==> config.mk <==
export PLATFORM = sky130hd
export DESIGN_NAME = i_fetch_ctrl
export DESIGN_NICKNAME = d
export VERILOG_FILES = /design/src/rtl/i_fetch_ctrl.sv
export SDC_FILE = /design/constraint.sdc
export NUM_CORES = 1
export LEC_CHECK = 0
export ABC_AREA = 0
export CORE_MARGIN = 4
export CORE_UTILIZATION = 35
export CTS_BUF_LIST = sky130_fd_sc_hd__clkbuf_4 sky130_fd_sc_hd__clkbuf_8
export DETAILED_ROUTE_END_ITERATION = 7
export SLEW_MARGIN = 20
export SYNTH_ARGS = -nofsm -noshare
export SYNTH_HDL_FRONTEND = slang
export SYNTH_SLANG_ARGS = --single-unit
==> constraint.sdc <==
create_clock -name clk -period 1.89 [get_ports clk]
set_input_delay 0.378 -clock clk [delete_from_list [all_inputs] [get_ports clk]]
set_output_delay 0.378 -clock clk [all_outputs]
set_load 0.005 [all_outputs]
==> src/rtl/i_fetch_ctrl.sv <==
// i_fetch_ctrl: instruction-fetch sequencer for the basic processor.
// Owns the PC, drives the synchronous ROM address, tracks the single
// outstanding read and buffers returned words in a 2-entry FIFO for decode.
module i_fetch_ctrl #(
   parameter int AW = 8,
   parameter int DW = 16
) (
   input  logic          clk,
   input  logic          rst,
   input  logic          run,
   output logic [AW-1:0] rom_addr,
   input  logic [DW-1:0] rom_q,
   input  logic          redirect_valid,
   input  logic [AW-1:0] redirect_addr,
   output logic          inst_valid,
   input  logic          inst_ready,
   output logic [DW-1:0] inst,
   output logic [AW-1:0] inst_pc
);

   logic [AW-1:0] pc;
   logic          inflight;
   logic [AW-1:0] inflight_pc;

   logic [DW-1:0] fifo_inst [2];
   logic [AW-1:0] fifo_pc   [2];
   logic          head;
   logic [1:0]    count;

   logic          deq;
   logic          issue;
   logic          push;
   logic          wr_idx;
   logic [2:0]    occupancy;

   // A redirect hides the buffer head so wrong-path words are never consumed
   assign inst_valid = (count != 2'd0) & ~redirect_valid;
   assign deq        = inst_valid & inst_ready & ~redirect_valid;

   // Buffered words plus the outstanding read must fit in the 2 FIFO slots
   assign occupancy  = {1'b0, count} + {2'b00, inflight};
   assign issue      = redirect_valid | (run & ((occupancy < 3'd2) | deq));

   // Redirect target goes straight to the ROM so the branch costs only two bubbles
   assign rom_addr   = redirect_valid ? redirect_addr : pc;

   // The word returning this cycle is wrong-path if a redirect is present
   assign push       = inflight & ~redirect_valid;

   // Tail slot is the one after the head when a single entry is held
   assign wr_idx     = head ^ count[0];

   assign inst       = fifo_inst[head];
   assign inst_pc    = fifo_pc[head];

   // PC and in-flight tracking: each issue records the address whose data returns next cycle
   always_ff @(posedge clk) begin
      if (rst) begin
         pc          <= '0;
         inflight    <= 1'b0;
         inflight_pc <= '0;
      end else if (issue) begin
         inflight    <= 1'b1;
         inflight_pc <= rom_addr;
         pc          <= rom_addr + AW'(1);
      end else begin
         inflight    <= 1'b0;
      end
   end

   // Two-entry instruction buffer; a redirect empties it while leaving stale slots untouched
   always_ff @(posedge clk) begin
      if (rst) begin
         count <= 2'd0;
         head  <= 1'b0;
         for (int i = 0; i < 2; i++) begin
            fifo_inst[i] <= '0;
            fifo_pc[i]   <= '0;
         end
      end else if (redirect_valid) begin
         count <= 2'd0;
      end else begin
         if (push) begin
            fifo_inst[wr_idx] <= rom_q;
            fifo_pc[wr_idx]   <= inflight_pc;
         end
         count <= count + {1'b0, push} - {1'b0, deq};
         head  <= head ^ deq;
      end
   end

endmodule

==> impl_metrics.py, run 1 <==
metrics = {
    "hold_path": {
        "min_from": "inflight_pc[1]",
        "hold_path_class": "reg2reg",
    },
    "route": {
        "vias_per_cell": 4.78,
        "drc": 0,
        "drtAntennaViolNets": 0,
        "dr.pass1.iters": 4,
        "first_iter_violations": 75,
        "via_count": 2218,
        "wl_per_cell_um": 14.9,
        "wl_um": 6920,
    },
    "sta": {
        "fmaxAchievable_mhz": 546,
        "fin_setup_tns_ps": 0,
        "period_minus_slack_ps": 1830,
        "setup_slack_ps": 57.5,
        "slew-limit-headroom": 0.855,
        "skew_ps": 7.49,
        "hold_viol_final": 0,
        "fin_crit_sh": 0.970,
        "rsz0062_at_grt": "false",
        "slew_violations": 0,
        "worst_slew_pin_slew_ps": 212,
        "final-setup-viol-count": 0,
    },
    "worst_setup_path": {
        "crit_chain": "clkdlybuf4s50_1 -> mux2i_2 -> buf_4 -> buf_4 -> buf_4 -> buf_4 -> buf_4 -> buf_4 -> a21oi_2 -> buf_4 -> nand4_1 -> nand3_1",
        "crit_slowest_cell": "clkdlybuf4s50_1",
        "startpoint": "redirect_addr[6]",
        "arrival_ps": 2110,
        "r2r_start": "pc[6]",
        "path_max_fanout": 3,
        "cp.buffers_inverters": 8,
        "start_kind": "primary input",
        "cpLargestDelayFamily": "buffers and inverters",
        "crit_path_end_kind": "register",
        "cp_slowest_stage_delay_ps": 480,
        "cp.required_ps": 2170,
        "cpMostUsedCell": "buf_4",
        "rrSetupSlack_ps": 200,
        "criticalPathCategory": "in2reg",
    },
    "cells_and_area": {
        "fillCellCount": 793,
        "area_delta_synth_final_pct": 38.4,
        "final_nets": 382,
        "layout-drive-gt1-share": 0.289,
        "diodes": 0,
        "fin_util": 0.500,
    },
    "power": {
        "p_leak_nw": 1.82,
        "finalPower_mw": 3.50,
        "power.density_nw_per_um2": 799,
        "irDropWorstVdd_uv": 373,
    },
    "floorplan": {
        "num_rows": 34,
        "die_y_um": 103,
        "die_area_um2": 10600,
        "dieWidth_um": 103,
        "coreArea_um2": 8760,
        "initial_core_util": 0.362,
        "ios": 62,
    },
    "grt": {
        "antenna_found_initial": 0,
        "grt_pass1_wl_um": 11500,
        "grt_pass1_vias": 2380,
        "track_usage": 0.140,
        "grt_overflow": 0,
        "grt_max_degree": 27,
    },
    "yosys": {
        "async_flop_share": 0,
        "ys_warn_count": 0,
        "synth-seq-cells": 69,
        "synth.distinct_cells": 35,
        "synthTopCellsByCount": "and2_1, edfxtp_1, mux2_2",
        "synth_top_cell_area_share": 0.455,
        "synth_area_um2": 3170,
        "synthMostInstantiatedCell": "and2_1",
        "netlist.top_cell.by_area": "edfxtp_1",
        "synth_edf_count": 48,
        "synthCells": 258,
        "synth.net_count": 289,
        "syn_area_per_cell_um2": 12.3,
        "yosys-top-cells-area": "edfxtp_1, dfxtp_1, and2_1",
        "ys_seq_area_frac": 0.588,
        "synthFlopType": "edfxtp_1",
    },
    "clocking": {
        "clock_path_buffers": 2,
        "ctsRootBufferMaster": "clkbuf_8",
        "path_clk_slew_ps": 80,
        "cts_tree": "done",
        "numCtsBuffers": 9,
        "cts.htree.levels": 3,
        "clk_latency_ps": 330,
        "clkSinkCount": 69,
        "hold_buffers": 0,
    },
    "placement": {
        "gp_congestion": 0.808,
        "dp_slack_ps": -398,
        "post-dp-hpwl_um": 4400,
        "port_buffers": 61,
    },
    "flow_run": {
        "cap_violations": 0,
    },
    "outcome": {
        "status": "complete, no violations",
    },
}
## what timing repair did
| action | 4_1_cts | 5_1_grt |
|---|---|---|
| resized for setup | 72 | 19 |
| setup endpoints to repair | 34 | 23 |
| hold endpoints to repair | 0 | 0 |
| buffers inserted | 7 | 0 |
| gates cloned | 3 | 0 |
## registers in the layout, summed over array words and instances, names as in the netlist, named ones only
name,count
count,2
fifo_inst,32
fifo_pc,16
head,1
inflight,1
inflight_pc,8
pc,8
## tightest hold or removal path: cells and delay by family, from the launching register on
family	cells	cell delay [ps]
AO/OA/AOI/OAI	1	50
flip-flops	1	330
AND/OR/NAND/NOR	1	60
## stage by stage
stage / hold WS (ps) / instances / instance area (um^2)
after detailed placement: 473 / 439 / 4080
after floorplan: 436 / 258 / 3170
after CTS: 484 / 465 / 4450
after global routing: 513 / 464 / 4390
after global placement: 455 / 439 / 4080
final: 482 / 464 / 4390
## logic make-up after synthesis
group | synth area share
mux | 0.117
compound gates | 0.0565
xor+xnor | 0.0138
simple gates | 0.182
flops | 0.588
buf+inv | 0.0348
fa+ha+maj | 0.00790
## metal layers
layer / vias up / part of all wire / GRT usage / wire length, um
li1: 1097 / - / - / -
met1: 1049 / 0.46 / 0.183 / 3200
met2: 68 / 0.47 / 0.234 / 3260
met3: 4 / 0.062 / 0.0386 / 426
met4: 0 / 0.0049 / 0.0319 / 34
met5: - / 0 / 0 / 0
## final timing paths
path                            cells after the start        endpoint
worst min register to register                      2  inflight_pc[1]
worst max-delay path                               12           pc[7]
worst min-delay path                                2  inflight_pc[1]
worst max register to register                     10           pc[7]
## area by class of cell
| type | instances | area (um^2) | share of cell area |
|---|---|---|---|
| clock buffers | 9 | 124 | 0.0282 |
| repair buffers | 97 | 911 | 0.208 |
| clock inverters | 7 | 98.8 | 0.0225 |
| well taps | 108 | 135 | 0.0308 |
| flip-flops and latches | 69 | 1870 | 0.426 |
| multi-input cells | 167 | 1220 | 0.279 |
| inverters | 7 | 26.3 | 0.00599 |
## layout by cell type, fill, tap and decap left out, types with 2 or more instances in the layout
cell type / n
inv_1: 7
buf_12: 5
a21o_1: 2
nand2b_1: 2
dfxtp_1: 18
clkdlybuf4s15_1: 10
ha_1: 2
nand3b_1: 9
a21oi_1: 7
clkdlybuf4s50_1: 28
nand2_1: 9
dfxtp_2: 2
clkinv_4: 2
buf_4: 28
mux2_4: 6
mux2i_1: 3
clkbuf_2: 8
bufinv_16: 2
dlygate4sd2_1: 9
a211oi_1: 5
nand4_1: 3
and3_1: 2
edfxtp_1: 48
mux2_2: 21
clkbuf_8: 9
xnor2_1: 3
nor2_1: 18
xor2_1: 2
or2_2: 2
o21ai_0: 3
nand3_1: 6
a2111o_1: 3
buf_2: 6
and2_1: 49
nor3_1: 2
## power by group
group	switching, mW	internal (mW)
registers	0.0379	1.69
logic	0.186	0.254
clock network	0.584	0.750
(Power assumes the default switching activity.)
==> inputs of run 2 (changes only) <==
--- a/config.mk
+++ b/config.mk
@@ -10,7 +10,6 @@
 export CORE_UTILIZATION = 35
 export CTS_BUF_LIST = sky130_fd_sc_hd__clkbuf_4 sky130_fd_sc_hd__clkbuf_8
 export DETAILED_ROUTE_END_ITERATION = 7
-export SLEW_MARGIN = 20
 export SYNTH_ARGS = -nofsm -noshare
 export SYNTH_HDL_FRONTEND = slang
 export SYNTH_SLANG_ARGS = --single-unit
==> constraint.sdc (replaced) <==
create_clock -name clk -period 2.3 [get_ports clk]
set_input_delay 0.46 -clock clk [delete_from_list [all_inputs] [get_ports clk]]
set_output_delay 0.46 -clock clk [all_outputs]
set_load 0.005 [all_outputs]
==> impl_metrics.py, run 2 (synthesis gave the netlist of run 1 again) <==
metrics = {
    "route": {
        "drtAntennaViolNets": 0,
        "dr.pass1.iters": 4,
        "vias_per_cell": 4.81,
        "wl_um": 6450,
        "via_count": 2178,
        "drc": 0,
        "wl_per_cell_um": 14.2,
        "first_iter_violations": 48,
    },
    "grt": {
        "grt_pass1_vias": 2196,
        "grt_max_degree": 27,
        "antenna_found_initial": 0,
        "met3_usage": 0.0359,
        "gr-usage-met1": 0.158,
        "track_usage": 0.131,
        "grtUsageMet2": 0.217,
        "grt_overflow": 0,
        "grt-busiest-layer": "met2",
        "grt_pass1_wl_um": 10500,
    },
    "sta": {
        "slew_violations": 0,
        "hold_viol_final": 0,
        "worst_slew_pin_slew_ps": 422,
        "fmaxAchievable_mhz": 459,
        "final-setup-viol-count": 0,
        "fin_crit_sh": 0.946,
        "period_minus_slack_ps": 2180,
        "skew_ps": 8.08,
        "rsz0062_at_grt": "false",
        "slew-limit-headroom": 0.719,
    },
    "clocking": {
        "path_clk_slew_ps": 60,
        "numCtsBuffers": 9,
        "clk_latency_ps": 340,
        "clkSinkCount": 69,
        "clock_path_buffers": 2,
        "cts.htree.levels": 3,
        "cts_tree": "done",
        "ctsRootBufferMaster": "clkbuf_8",
        "hold_buffers": 0,
    },
    "cells_and_area": {
        "top_register": "fifo_inst",
        "layout-drive-gt1-share": 0.212,
        "largest_registers": "fifo_inst x32, fifo_pc x16",
        "final_nets": 371,
        "stdcell_count": 453,
        "final_area_um2": 4330,
        "final_common_cell": "clkdlybuf4s50_1",
        "largest_reg_flops": 32,
        "diodes": 0,
        "area_delta_synth_final_pct": 36.7,
        "layout_common_cells": "clkdlybuf4s50_1, and2_1, edfxtp_1, mux2_2, dfxtp_1",
    },
    "worst_setup_path": {
        "rrSetupSlack_ps": 570,
        "path_max_fanout": 9,
        "startpoint": "redirect_valid",
        "arrival_ps": 1720,
        "r2r_start": "count[0]",
        "crit_chain": "dlygate4sd2_1 -> buf_12 -> o21ba_2 -> buf_4 -> clkdlybuf4s50_1",
        "reg2reg_to": "count[1]",
        "criticalPathCategory": "in2out",
        "crit_path_end_kind": "output port",
        "crit_slowest_cell": "clkdlybuf4s50_1",
        "cp.required_ps": 1840,
        "start_kind": "primary input",
        "reg2reg_depth": 8,
        "cp_slowest_stage_delay_ps": 480,
        "endpoint": "inst_valid",
    },
    "power": {
        "power.density_nw_per_um2": 683,
        "p_leak_nw": 1.72,
        "irDropWorstVdd_uv": 360,
        "finalPower_mw": 2.96,
    },
    "outcome": {
        "status": "complete, no violations",
    },
    "hold_path": {
        "hold_path_class": "reg2reg",
        "min_from": "inflight_pc[1]",
    },
    "placement": {
        "placed_area_um2": 4050,
        "port_buffers": 61,
        "gp_congestion": 0.797,
        "post-dp-hpwl_um": 4200,
        "dp_cells": 435,
    },
    "floorplan": {
        "initial_core_util": 0.362,
        "dieWidth_um": 103,
        "die_area_um2": 10600,
        "die_y_um": 103,
        "coreArea_um2": 8760,
        "ios": 62,
        "num_rows": 34,
    },
    "flow_run": {
        "cap_violations": 0,
    },
}
==> run 2: cell count changes in the layout (fill, tap and decap cells not counted), sizes merged <==
cell / change
clkinv: +1
clkbuf: -8
dlygate4sd2: -8
clkdlybuf4s50: +32
clkinvlp: -1
bufinv: +1
buf: -17
inv: -1
clkdlybuf4s15: -10
==> run 2: critical path, delay by kind of cell <==
family / cells / cell delay (ps)
AO/OA/AOI/OAI: 1 / 240
buffers and inverters: 4 / 1020
==> run 2: cell type report <==
class                           count  area [um^2]
Fill cell                         820         4430
Clock inverter                      7          114
Sequential cell                    69         1860
Inverter                            7         26.3
Clock buffer                        9          124
Multi-Input combinational cell    167         1200
Timing Repair Buffer               86          872
Tap cell                          108          135
==> run 2: repair_timing <==
item	CTS	global route
endpoints found under the setup margin	9	0
buffers inserted	1	0
resized for setup	1	0
==> run 2: worst min-delay path by stage <==
stage                          end  cells past startpoint
floorplan           inflight_pc[1]                      2
detailed placement  inflight_pc[1]                      2
global route        inflight_pc[1]                      2
CTS                 inflight_pc[1]                      2
finish              inflight_pc[1]                      2
global placement    inflight_pc[1]                      2
==> run 2: metal layers <==
metal | share of wire | vias to the layer above
li1 | - | 1080
met5 | 0 | -
met3 | 0.066 | 11
met2 | 0.46 | 61
met1 | 0.45 | 1026
met4 | 0.019 | 0
==> run 2: stage by stage <==
step	hold slack, ps	utilization	TNS [ps]	worst slack [ps]
after detailed placement	455	0.462	-1060	-207
after CTS	468	0.494	0	96.2
after floorplan	436	-	0	333
after global routing	486	0.494	0	33.1
after global placement	448	0.462	-799	-133
final	468	0.494	0	123
==> run 2: power breakdown <==
part           internal [mW]  leakage (nW)  switching, mW
clock                  0.716         0.123          0.450
combinational          0.223         0.922          0.146
sequential              1.39         0.671         0.0292
total                   2.33          1.72          0.625
==> inputs of run 3 (changes only) <==
--- a/config.mk
+++ b/config.mk
@@ -10,6 +10,7 @@
 export CORE_UTILIZATION = 35
 export CTS_BUF_LIST = sky130_fd_sc_hd__clkbuf_4 sky130_fd_sc_hd__clkbuf_8
 export DETAILED_ROUTE_END_ITERATION = 7
+export SLEW_MARGIN = 20
 export SYNTH_ARGS = -nofsm -noshare
 export SYNTH_HDL_FRONTEND = slang
 export SYNTH_SLANG_ARGS = --single-unit
==> constraint.sdc (replaced) <==
create_clock -name clk -period 1.95 [get_ports clk]
set_input_delay 0.39 -clock clk [delete_from_list [all_inputs] [get_ports clk]]
set_output_delay 0.39 -clock clk [all_outputs]
set_load 0.005 [all_outputs]
==> impl_metrics.py, run 3 (synthesis gave the netlist of run 1 again) <==
metrics = {
    "outcome": {
        "status": "complete, no violations",
    },
    "power": {
        "power.density_nw_per_um2": 778,
        "irDropWorstVdd_uv": 310,
        "finalPower_mw": 3.41,
        "p_leak_nw": 1.83,
    },
    "route": {
        "drc": 0,
        "via_count": 2179,
        "wl_um": 6630,
        "wl_per_cell_um": 14.5,
        "drtAntennaViolNets": 0,
        "first_iter_violations": 77,
        "vias_per_cell": 4.76,
        "dr.pass1.iters": 4,
    },
    "cells_and_area": {
        "layout_common_cells": "and2_1, edfxtp_1, clkdlybuf4s50_1, mux2_2",
        "largest_reg_flops": 32,
        "area_delta_synth_final_pct": 38.1,
        "largest_registers": "fifo_inst x32, fifo_pc x16",
        "final_common_cell": "and2_1",
        "final_area_um2": 4370,
        "layout-drive-gt1-share": 0.234,
        "stdcell_count": 458,
        "final_nets": 376,
        "fin_util": 0.499,
        "diodes": 0,
        "top_register": "fifo_inst",
    },
    "sta": {
        "slew-limit-headroom": 0.824,
        "skew_ps": 10.3,
        "final-setup-viol-count": 0,
        "rsz0062_at_grt": "true",
        "fmaxAchievable_mhz": 528,
        "period_minus_slack_ps": 1890,
        "worst_slew_pin_slew_ps": 263,
        "slew_violations": 0,
        "hold_viol_final": 0,
        "setup_slack_ps": 55.9,
        "fin_crit_sh": 0.971,
    },
    "flow_run": {
        "cap_violations": 0,
    },
    "clocking": {
        "clkSinkCount": 69,
        "hold_buffers": 0,
        "ctsRootBufferMaster": "clkbuf_8",
        "path_clk_slew_ps": 70,
        "clock_path_buffers": 2,
        "cts_tree": "done",
        "numCtsBuffers": 9,
        "cts.htree.levels": 3,
        "clk_latency_ps": 330,
    },
    "floorplan": {
        "die_area_um2": 10600,
        "coreArea_um2": 8760,
        "ios": 62,
        "die_y_um": 103,
        "dieWidth_um": 103,
        "initial_core_util": 0.362,
        "num_rows": 34,
    },
    "worst_setup_path": {
        "cp.required_ps": 1560,
        "cp_slowest_stage_delay_ps": 500,
        "path_max_fanout": 2,
        "cpMostUsedCell": "clkdlybuf4s50_1",
        "crit_slowest_cell": "clkdlybuf4s50_1",
        "criticalPathCategory": "in2out",
        "reg2reg_depth": 8,
        "crit_path_end_kind": "output port",
        "crit_chain": "clkdlybuf4s50_1 -> mux2i_1 -> inv_1 -> clkdlybuf4s50_1",
        "start_kind": "primary input",
        "arrival_ps": 1500,
    },
    "grt": {
        "antenna_found_initial": 0,
        "grt_pass1_wl_um": 10700,
        "grt_overflow": 0,
        "grt_max_degree": 27,
        "grt_pass1_vias": 2247,
        "track_usage": 0.132,
    },
    "placement": {
        "port_buffers": 61,
        "dp_slack_ps": -362,
        "dp_cells": 440,
        "placed_area_um2": 4090,
        "post-dp-hpwl_um": 4430,
        "gp_congestion": 0.847,
    },
    "hold_path": {
        "hold_path_class": "reg2reg",
        "holdPathStages": 2,
    },
}
run 3: changes by cell type in the layout (fill, tap and decap cells not counted), moves of 2 or more:
cell and change:
dlymetal6s2s_1 +3, clkdlybuf4s50_1 -31, inv_6 +2, dlygate4sd2_1 +23
buf_4 +4, clkdlybuf4s15_1 +4, mux2i_1 -2, clkinv_2 -3
run 3: what timing repair did:
item,in CTS,in global routing
cloned,2,0
setup endpoints to repair,33,11
resized for setup,34,11
setup buffers,0,0
endpoints found under the hold margin,0,0
run 3: power breakdown:
| part | total, mW | leakage [nW] | switching, mW | internal (mW) |
|---|---|---|---|---|
| Clock | 1.31 | 0.113 | 0.548 | 0.766 |
| Sequential | 1.68 | 0.671 | 0.0359 | 1.64 |
| Combinational | 0.415 | 1.05 | 0.176 | 0.239 |
run 3: routing by layer:
| layer | track usage | vias to the layer above | share of wire |
|---|---|---|---|
| met1 | 0.174 | 1021 | 0.47 |
| li1 | - | 1085 | - |
| met5 | 0 | - | 0 |
| met4 | 0.0518 | 0 | 0.0087 |
| met3 | 0.0250 | 8 | 0.059 |
| met2 | 0.214 | 65 | 0.46 |
run 3: final cells by class:
class / instances / area, um^2
clock buffers: 10 / 138
clock inverters: 6 / 93.8
fillers: 817 / 4390
inverters: 7 / 26.3
multi-input cells: 167 / 1210
flip-flops and latches: 69 / 1870
well taps: 108 / 135
repair buffers: 91 / 903
run 3: stage by stage:
step,hold slack [ps],setup TNS (ps)
4_1_cts,470,0
3_5_place_dp,460,-14840
6_report,471,0
5_1_grt,503,-4.24
3_3_place_gp,454,-12840
2_1_floorplan,436,0
run 3: critical path, delay by kind of cell:
kind / cells / cell delay, ps
buf+inv: 3 / 1030
mux: 1 / 80
run 3: path summary, 6_finish.rpt:
check                   startpoint              to  slack (ps)
setup / recovery  redirect_addr[7]     rom_addr[7]          60
hold / removal      inflight_pc[1]  inflight_pc[1]         470
setup reg to reg          count[1]        count[1]         240
hold reg to reg     inflight_pc[1]  inflight_pc[1]         470
==> variant (flow settings as in run 3) <==
Reset style: asynchronous (`rst`), changed in 2 clocked blocks.
--- a/src/rtl/i_fetch_ctrl.sv
+++ b/src/rtl/i_fetch_ctrl.sv
@@ -54,7 +54,7 @@
    assign inst_pc    = fifo_pc[head];
 
    // PC and in-flight tracking: each issue records the address whose data returns next cycle
-   always_ff @(posedge clk) begin
+   always_ff @(posedge clk or posedge rst) begin
       if (rst) begin
          pc          <= '0;
          inflight    <= 1'b0;
@@ -69,7 +69,7 @@
    end
 
    // Two-entry instruction buffer; a redirect empties it while leaving stale slots untouched
-   always_ff @(posedge clk) begin
+   always_ff @(posedge clk or posedge rst) begin
       if (rst) begin
          count <= 2'd0;
          head  <= 1'b0;
Check against the original RTL: differs if rst is asserted again (counterexample within 4 cycles, from zero or initial values and one cycle with rst high); with rst held inactive, the same outputs for 4 cycles.
==> variant against run 3 <==
Setup slack lost 35 ps; routed wire length decreased by 0.18%; sequential cell count decreased by 1; critical path depth down 1; clock skew fell by 1.9 ps; area after synthesis is 1.9% higher; cell area grew 1.6%; critical path type is now reg -> out; largest cell class unchanged; highest routed layer unchanged.
Power is not compared: it rests on default switching activity, and its combinational part moved more than twofold at a synthesized area within 25%.
==> variant: results (changes against run 3) <==
stage,metric,value,unit,change
global_route,use_met2,20.4,%,-0.98 points
route,route.met3.wl,287,µm,-26%
hold_path,min_path_type,in -> async,,
synthesis,syn-instance-count,236,,-8.5%
place,placed_cell_area,0.00414,mm²,+1.2%
layout,inv_count,9,,+2
synthesis,synthDistinctLibCells,37,,+5.7%
layout,drive_gt1_share,38.5,%,+15 points
layout,multi_input_area,0.00142,mm²,+17%
sta,holdWs,487,ps,+15.8 ps
synthesis,netlist_top_cells_count,"dfrtp_1 (68), mux2_2 (64), nor2_1 (17)",,
layout,fin_cells,433,,-5.5%
worst_setup_path,crit_end,inst_pc[7],,
worst_setup_path,r2r-start,head,,
synthesis,synth_area_leaders,"dfrtp_1 (53%), mux2_2 (22%), mux2_1 (3.1%)",,
place,post-dp-hpwl,4480,µm,+1.0%
layout,seq_cells,68,,-1.4%
global_route,grt_pass1_wl,11500,µm,+7.6%
layout,clkCellAreaFrac,5.49,%,+0.20 points
layout,fin_nets,351,,-6.6%
synthesis,synth_compound_area_share,3.84,%,-1.8 points
outcome,status,"finished, final reports clean",,
synthesis,synthAdderAreaFrac,0.775,%,-0.015 points
sta,fin_skew,8.38,ps,-1.90 ps
place,dp.cells,414,,-5.9%
worst_setup_path,rrSetupSlack,190,ps,-50 ps
synthesis,syn_nets,267,,-7.6%
layout,multi_input_area_share,31.9,%,+4.1 points
## variant: changes by cell type after synthesis, sizes merged, moves of 6 or more
| cell | run 3 | this run |
|---|---|---|
| mux2 | 27 | 73 |
| nand3b | 9 | 1 |
| a211oi | 6 | 0 |
| dfrtp | 0 | 68 |
| and2 | 49 | 0 |
| dfxtp | 21 | 0 |
| clkbuf | 8 | 0 |
| edfxtp | 48 | 0 |
| a21oi | 8 | 14 |
## variant: cells by family (layout without fill, tap and decap cells)
group                    count (synthesis)  in the layout
multiplexers                            81             81
flip-flops                              68             68
AND/OR/NAND/NOR                         38             38
buffers and inverters                   21            110
AO/OA/AOI/OAI                           20             20
XOR/XNOR                                 6              6
adder cells (fa/ha/maj)                  2              2
## variant: critical path: stages, from the launching register on
cell	delay, ps
dfrtp_1	430
buf_12	170
mux2_2	340
dlygate4sd2_1	270
## variant: timing repair
action,CTS,global route
endpoints found under the setup margin,33,21
pin swaps,0,0
buffers inserted,1,1
gates resized for setup,39,13
cloned,1,0
